==> config.mk <==
export PLATFORM = sky130hd
export DESIGN_NAME = multicycle_ctrl
export DESIGN_NICKNAME = d
export VERILOG_FILES = /design/src/rtl/multicycle_pkg.sv /design/src/rtl/mc_exec_counter.sv /design/src/rtl/multicycle_ctrl.sv
export SDC_FILE = /design/constraint.sdc
export NUM_CORES = 1
export LEC_CHECK = 0
export ABC_AREA = 1
export ABC_CLOCK_PERIOD_IN_PS = 1100
export BUFFER_PORTS_ARGS = -buffer_cell sky130_fd_sc_hd__buf_2
export CORE_MARGIN = 2
export CORE_UTILIZATION = 41
export CTS_CLUSTER_DIAMETER = 50
export DETAILED_ROUTE_END_ITERATION = 7
export GPL_ROUTABILITY_DRIVEN = 0
export PLACE_DENSITY = 0.71
export SYNTH_ARGS = -nofsm -noshare
export SYNTH_HDL_FRONTEND = slang
export SYNTH_HIERARCHICAL = 1
export SYNTH_SLANG_ARGS = --single-unit
==> constraint.sdc <==
create_clock -name clk -period 1.1 [get_ports clk]
set_input_delay 0 -clock clk [delete_from_list [all_inputs] [get_ports clk]]
set_output_delay 0 -clock clk [all_outputs]
set_load 0.01 [all_outputs]
==> src/rtl/multicycle_pkg.sv <==
// -----------------------------------------------------------------------------
// multicycle_pkg
// Shared types and constants for the multicycle controller: the FSM state
// encoding, instruction-class codes, ALU function codes and the width of the
// EXECUTE-cycle counter.
// -----------------------------------------------------------------------------
package multicycle_pkg;

  typedef enum logic [2:0] {
    S_FETCH     = 3'd0,
    S_DECODE    = 3'd1,
    S_EXECUTE   = 3'd2,
    S_MEMORY    = 3'd3,
    S_WRITEBACK = 3'd4,
    S_BRANCH    = 3'd5
  } state_t;

  // Instruction classes (op field)
  localparam logic [1:0] OP_DP  = 2'b00;
  localparam logic [1:0] OP_LDR = 2'b01;
  localparam logic [1:0] OP_STR = 2'b10;
  localparam logic [1:0] OP_B   = 2'b11;

  // ALU function codes (func field) that change control flow
  localparam logic [3:0] FUNC_CMP = 4'b1001;
  localparam logic [3:0] FUNC_MUL = 4'b0010;

  // EXECUTE-cycle counter width; covers MUL_CYCLES up to 15
  localparam int CNT_W = 4;

endpackage

==> src/rtl/mc_exec_counter.sv <==
// -----------------------------------------------------------------------------
// mc_exec_counter
// Counts cycles spent in EXECUTE so a multicycle MUL knows when it is on its
// final cycle. Held at zero while i_clear is high, so every entry into
// EXECUTE starts from zero. Saturates at all-ones rather than wrapping.
//
// Ports
//   clk      : clock, rising edge
//   reset    : synchronous active-high reset
//   i_clear  : force count to zero
//   i_en     : advance count by one
//   o_count  : current count
// -----------------------------------------------------------------------------
module mc_exec_counter
  import multicycle_pkg::*;
(
  input  logic             clk,
  input  logic             reset,
  input  logic             i_clear,
  input  logic             i_en,
  output logic [CNT_W-1:0] o_count
);

  logic [CNT_W-1:0] r_count;

  // NOTE: sequential state is written with non-blocking assignments only, so
  // every flop samples the pre-edge values regardless of statement order.
  always_ff @(posedge clk) begin
    if (reset) begin
      r_count <= '0;
    end else if (i_clear) begin
      r_count <= '0;
    end else if (i_en && (r_count != '1)) begin
      r_count <= r_count + 1'b1;
    end
  end

  assign o_count = r_count;

endmodule

==> src/rtl/multicycle_ctrl.sv <==
// -----------------------------------------------------------------------------
// multicycle_ctrl
// Control FSM for a multicycle processor datapath:
// FETCH -> DECODE -> (EXECUTE | BRANCH) -> (MEMORY | WRITEBACK | FETCH).
// All outputs are decoded combinationally from the current state (and
// mem_ready where a memory handshake completes).
//
// Configuration macro: MUL_MULTICYCLE_EN
//   defined   : MUL spends MUL_CYCLES cycles in EXECUTE, alu_busy active,
//               mc_exec_counter instantiated.
//   undefined : every instruction spends one cycle in EXECUTE, alu_busy = 0.
//
// Parameters
//   MUL_CYCLES : EXECUTE cycles for MUL when the macro is defined (2..15)
//
// Ports
//   clk        : clock, rising edge
//   reset      : synchronous active-high reset
//   op, func   : instruction class / ALU function, captured in DECODE
//   mem_ready  : memory completion, only observed while mem_req = 1
//   mem_req    : memory access request (FETCH, MEMORY)
//   adr_src    : address select, 0 = PC, 1 = ALU result
//   ir_write, pc_write, reg_write, mem_write, flag_w : datapath enables
//   alu_busy   : high on every EXECUTE cycle except the last
//   state_o    : current state code, for debug
// -----------------------------------------------------------------------------
module multicycle_ctrl
  import multicycle_pkg::*;
#(
  parameter int MUL_CYCLES = 4
) (
  input  logic       clk,
  input  logic       reset,
  input  logic [1:0] op,
  input  logic [3:0] func,
  input  logic       mem_ready,
  output logic       mem_req,
  output logic       adr_src,
  output logic       ir_write,
  output logic       pc_write,
  output logic       reg_write,
  output logic       mem_write,
  output logic       flag_w,
  output logic       alu_busy,
  output logic [2:0] state_o
);

  state_t     r_state;
  state_t     w_next_state;
  logic [1:0] r_op;
  logic [3:0] r_func;
  logic       w_is_cmp;
  logic       w_exec_last;

  // State register and instruction capture. op/func are only sampled in
  // DECODE, so they are ignored everywhere else.
  // NOTE: reset is synchronous here: it is evaluated inside the clocked block
  // and wins over every transition on the same edge.
  always_ff @(posedge clk) begin
    if (reset) begin
      r_state <= S_FETCH;
      r_op    <= OP_DP;
      r_func  <= '0;
    end else begin
      r_state <= w_next_state;
      if (r_state == S_DECODE) begin
        r_op   <= op;
        r_func <= func;
      end
    end
  end

  assign w_is_cmp = (r_op == OP_DP) && (r_func == FUNC_CMP);

`ifdef MUL_MULTICYCLE_EN
  logic             w_is_mul;
  logic [CNT_W-1:0] w_count;

  assign w_is_mul = (r_op == OP_DP) && (r_func == FUNC_MUL);

  // Counter sits at zero outside EXECUTE, so it is clear on every entry.
  mc_exec_counter u_exec_counter (
    .clk     (clk),
    .reset   (reset),
    .i_clear (r_state != S_EXECUTE),
    .i_en    (r_state == S_EXECUTE),
    .o_count (w_count)
  );

  assign w_exec_last = !w_is_mul || (w_count == CNT_W'(MUL_CYCLES - 1));
  assign alu_busy    = (r_state == S_EXECUTE) && !w_exec_last;
`else
  // Single-cycle EXECUTE for everything; MUL_CYCLES has no effect.
  logic [31:0] w_unused_mul_cycles;
  assign w_unused_mul_cycles = MUL_CYCLES;
  assign w_exec_last         = 1'b1;
  assign alu_busy            = 1'b0;
`endif

  // NOTE: every output of this block gets a default before the case, so no
  // path leaves a signal unassigned and no latch is inferred.
  always_comb begin
    w_next_state = r_state;
    mem_req      = 1'b0;
    adr_src      = 1'b0;
    ir_write     = 1'b0;
    pc_write     = 1'b0;
    reg_write    = 1'b0;
    mem_write    = 1'b0;
    flag_w       = 1'b0;

    case (r_state)
      S_FETCH: begin
        mem_req = 1'b1;
        if (mem_ready) begin
          ir_write     = 1'b1;
          pc_write     = 1'b1;
          w_next_state = S_DECODE;
        end
      end

      // Branch decision uses the live op; the same value is captured above.
      S_DECODE: begin
        w_next_state = (op == OP_B) ? S_BRANCH : S_EXECUTE;
      end

      S_EXECUTE: begin
        if (w_exec_last) begin
          case (r_op)
            OP_LDR, OP_STR: w_next_state = S_MEMORY;
            OP_DP: begin
              if (w_is_cmp) begin
                flag_w       = 1'b1;
                w_next_state = S_FETCH;
              end else begin
                w_next_state = S_WRITEBACK;
              end
            end
            default: w_next_state = S_FETCH;
          endcase
        end
      end

      S_MEMORY: begin
        mem_req   = 1'b1;
        adr_src   = 1'b1;
        mem_write = (r_op == OP_STR);
        if (mem_ready) begin
          w_next_state = (r_op == OP_LDR) ? S_WRITEBACK : S_FETCH;
        end
      end

      S_WRITEBACK: begin
        reg_write    = 1'b1;
        w_next_state = S_FETCH;
      end

      S_BRANCH: begin
        pc_write     = 1'b1;
        w_next_state = S_FETCH;
      end

      // Unused codes 6 and 7 recover to FETCH.
      default: w_next_state = S_FETCH;
    endcase
  end

  assign state_o = r_state;

endmodule

After elaboration in Yosys (flattened, before gate mapping) --
Index checks and enable logic that the tools add are counted.
Operators by class: equal/unequal tests 11, mux-type cells 17, reduce and logical (&&, ||, !) cells 6
Operators with widths (number):
- $mux W3 | 5
- $pmux W3 S4 | 1
- $mux W1 | 9
- $eq A3 B2 Y1 const B | 2
- $eq A3 B3 Y1 const B | 2
- $pmux W3 S2 | 1
- $eq A2 B2 Y1 const B | 2
- $eq A4 B4 Y1 const B | 1
- $ne A2 B2 Y1 const B | 2
- $reduce_or A2 Y1 | 2
- $eq A3 B1 Y1 const B | 1
- $logic_not A3 Y1 | 1
- $eq A2 B1 Y1 const B | 1
- $logic_not A2 Y1 | 1
- $pmux W1 S2 | 1
- $reduce_and A2 Y1 | 1
- $logic_and A1 B1 Y1 | 1
Word-level totals: register bits after elaboration 9, input port bits 9

Longest topological paths before layout --
word-level depth 5, depth in mapped cells 7, depth with buffers taken out 7

Least setup slack after synthesis --
Ideal clock, no wire load.
kind register -> register, from register r_state[1] (netlist: state_o[1]), to register r_state[0] (netlist: state_o[0]), setup time 112 ps, data arrival time 1002 ps, data required time 988 ps, setup slack -14 ps, cell stages (with the launch flop) 8, path buffers 0, period minus slack after synthesis 1114 ps, cells stage by stage dfxtp_1 -> nand2_2 -> nor2_4 -> nand2_2 -> nand2_1 -> nor2_1 -> nand2_1 -> nand2_1
Between the ends: longest elaborated chain between the ends 3, elaborated cells on any way between the ends 8, classes of those cells 5 x eq/ne; 1 x mux; 2 x reduce/logical
Ends and longest elaborated chain:
- from (decl) | line multicycle_ctrl.sv:48 | state_t r_state;
- from (signal assigned) | line multicycle_ctrl.sv:65 | r_state <= w_next_state;
- $eq A3 B2 Y1 / $logic_not A3 Y1 (equally long branches) | line multicycle_ctrl.sv:112 | case (r_state)
- $ne A2 B2 Y1 (no line)
- $reduce_and A2 Y1 (no line)
Several ways; a longest one is shown, not always the timed one. A chain may end at the register's enable or synchronous reset.

Final worst setup path --
from register r_state[2] (netlist: state_o[2]), to output port flag_w
Between the ends: longest elaborated chain between the ends 2
Ends and longest elaborated chain:
- $eq A3 B2 Y1 | line multicycle_ctrl.sv:112
- $mux W1 | line multicycle_ctrl.sv:112
- to (decl) | line multicycle_ctrl.sv:43 | output logic flag_w,
No other way between the ends.

==> impl_metrics.json <==
{
  "finalMaxSlewViolations": 0,
  "path_max_fanout": 9,
  "worstSetupPathType": "flop to output port",
  "die-area_sq_um": 1650,
  "skew_ns": 0.00993,
  "overflow": 0,
  "p_total_mw": 1.35,
  "status": "complete, but fails checks",
  "first_global_vias": 543,
  "critPathRequiredTime_ns": 1.10,
  "hpwl_microns": 949,
  "ctsRootBufferMaster": "clkbuf_4",
  "synthTopCellsByArea": "dfxtp_1, nand2_1, ha_1",
  "cp_cell_sequence": "inv_4 > nand4_1 > nor2_1 > buf_2",
  "synth_fp_nets": 96,
  "cts_inserted_buffers": 3,
  "dp.cells": 119,
  "synth_cells": 83,
  "start_kind": "flop",
  "crit_slowest_cell": "dfxtp_2",
  "synth_cell_types": 18,
  "synth_edf_count": 0,
  "use_met2_pct": 36.5,
  "syn_area_per_cell_sq_um": 6.63,
  "drt-total-wl_mm": 1.40,
  "fmax_mhz": 881,
  "yosys_register_bits": 9,
  "synthArstFlopShare_pct": 0,
  "track_usage_pct": 19.9,
  "placementRows": 13,
  "dr_total_vias": 670,
  "area_delta_synth_final_pct": 59.5,
  "cts.sinks": 9,
  "initial_core_util_pct": 42.8,
  "drt-initial-drc-count": 16,
  "rsz0062_at_grt": "true",
  "use_met1_pct": 20.6,
  "stdcell_count": 135,
  "fillers": 119,
  "cpPeakStageDelay_ns": 0.37,
  "post-synth-top-count-cell": "nand2_1",
  "postLayoutCellArea_sq_um": 878,
  "cap_violations": 0,
  "synth_area_sq_um": 551,
  "synth_largest_area_cell": "dfxtp_1",
  "grtUsageMet3_pct": 4.89,
  "ios": 20,
  "finalSetupViolCount": 3,
  "violations": "setup timing",
  "cts_max_level": 1,
  "crit_family": "flip-flops",
  "die_w_microns": 40.6,
  "clockBufferDepth": 2,
  "ys_top_cells_by_count": "nand2_1, dfxtp_1, inv_1, nor2_1, a21oi_1",
  "grt_pass1_wl_mm": 2.10,
  "post_dp_cell_area_sq_um": 683,
  "yosys.area.top_type_share_pct": 32.7,
  "leakagePower_nw": 0.449,
  "grt_max_degree": 10,
  "post-route-min-period_ns": 1.13,
  "insertion_delay_ns": 0.27,
  "dieHeight_microns": 40.6,
  "busiest_layer": "met2",
  "fin_tns_setup_ns": -0.0718,
  "ir_drop_uv": 957,
  "fin_nets": 134,
  "diodes": 0,
  "path_buf_inv": 2,
  "cp-end-kind": "output port",
  "synth_flop_cell": "dfxtp_1",
  "clk_pin_slew_ns": 0.07,
  "hold_viol": 0,
  "critPathArrivalTime_ns": 1.13,
  "cts_tree": "done",
  "yosysSeqAreaShare_pct": 32.7,
  "ant_nets": 0,
  "first_pass_iters": 4,
  "ys_warn_count": 6,
  "drc": 0,
  "port_buffers": 18,
  "via_per_inst": 4.96,
  "wl_per_cell_microns": 10.4,
  "period_share_pct": 103,
  "p_per_area_nw_per_um2": 1540,
  "fin_ws_ns": -0.0348,
  "drive_gt1_share_pct": 45.0,
  "antenna_found_initial": 0,
  "core-area_sq_um": 1280,
  "hp-class": "primary input to flop"
}
[power by group]
group          switching [mW]  internal [mW]
sequential             0.0658          0.397
combinational           0.328          0.296
clock                   0.129          0.134
[routing by layer]
| metal | wire (microns) | vias up |
|---|---|---|
| met4 | 17 | 0 |
| met1 | 560 | 305 |
| met2 | 741 | 26 |
| met5 | 0 | - |
| met3 | 83 | 4 |
| li1 | - | 335 |
[worst register-to-register path: cells and delay by family, from the launching register on]
kind	cells	cell delay, ns
flops	1	0.38
buf+inv	2	0.25
simple gates	6	0.38
[stage by stage]
step	utilization [%]	setup WS [ns]	hold slack (ns)
after floorplan	-	0.0443	0.0691
after CTS	65.3	-0.0321	0.00494
after global routing	68.4	-0.113	0.0713
final	68.4	-0.0348	0.00872
after detailed placement	53.2	0.0167	0.248
after global placement	53.2	0.0304	0.241
[cell families (layout without fill, tap and decap cells)]
logic type,after synthesis,count (layout),share of synthesized area [%]
AND/OR/NAND/NOR,49,49,41.4
buffers and inverters,12,49,8.86
flip-flops,9,9,32.7
AO/OA/AOI/OAI,8,8,7.27
adder cells (fa/ha/maj),4,4,9.09
other,1,1,0.681
[worst paths after layout]
check,to,depth (start not counted),startpoint,slack (ns)
min,r_op[0],3,op[0],0.009
max,flag_w,4,state_o[2],-0.03
max reg2reg,state_o[2],8,state_o[1],0.01
min reg2reg,r_func[0],2,r_func[0],0.47
[final cells by class]
class,instances,area (sq um),area share (%)
well taps,15,18.8,2.14
flip-flops and latches,9,191,21.8
inverters,11,43.8,4.99
repair buffers,34,235,26.8
multi-input cells,62,362,41.2
clock inverters,1,5.00,0.570
clock buffers,3,22.5,2.56
[cells in the final DEF, fill, tap and decap left out]
| master | count |
|---|---|
| clkbuf_4 | 3 |
| dfxtp_1 | 4 |
| ha_4 | 2 |
| nand4_1 | 3 |
| clkinv_2 | 1 |
| nand2_2 | 4 |
| a21oi_1 | 6 |
| inv_1 | 6 |
| buf_2 | 17 |
| conb_1 | 1 |
| nand3_1 | 4 |
| o21ai_1 | 2 |
| dfxtp_4 | 2 |
| inv_4 | 1 |
| buf_6 | 2 |
| nand2_1 | 24 |
| buf_4 | 9 |
| inv_2 | 4 |
| nand3b_1 | 1 |
| dlygate4sd3_1 | 6 |
| nor2_4 | 2 |
| dfxtp_2 | 3 |
| nor3_2 | 2 |
| ha_1 | 2 |
| nor2_1 | 7 |
| nor2_2 | 2 |
[what timing repair did]
item | CTS | global route
pin swaps | 3 | 4
hold endpoints to repair | 5 | 0
resized for setup | 11 | 8
hold buffers | 6 | 0
setup endpoints to repair | 6 | 10
buffers inserted | 5 | 1
[registers in the layout, summed over array words and instances (netlist names)]
name     flops
state_o      3
r_func       4
r_op         2
Note: power is estimated with default switching activity, not from simulation.
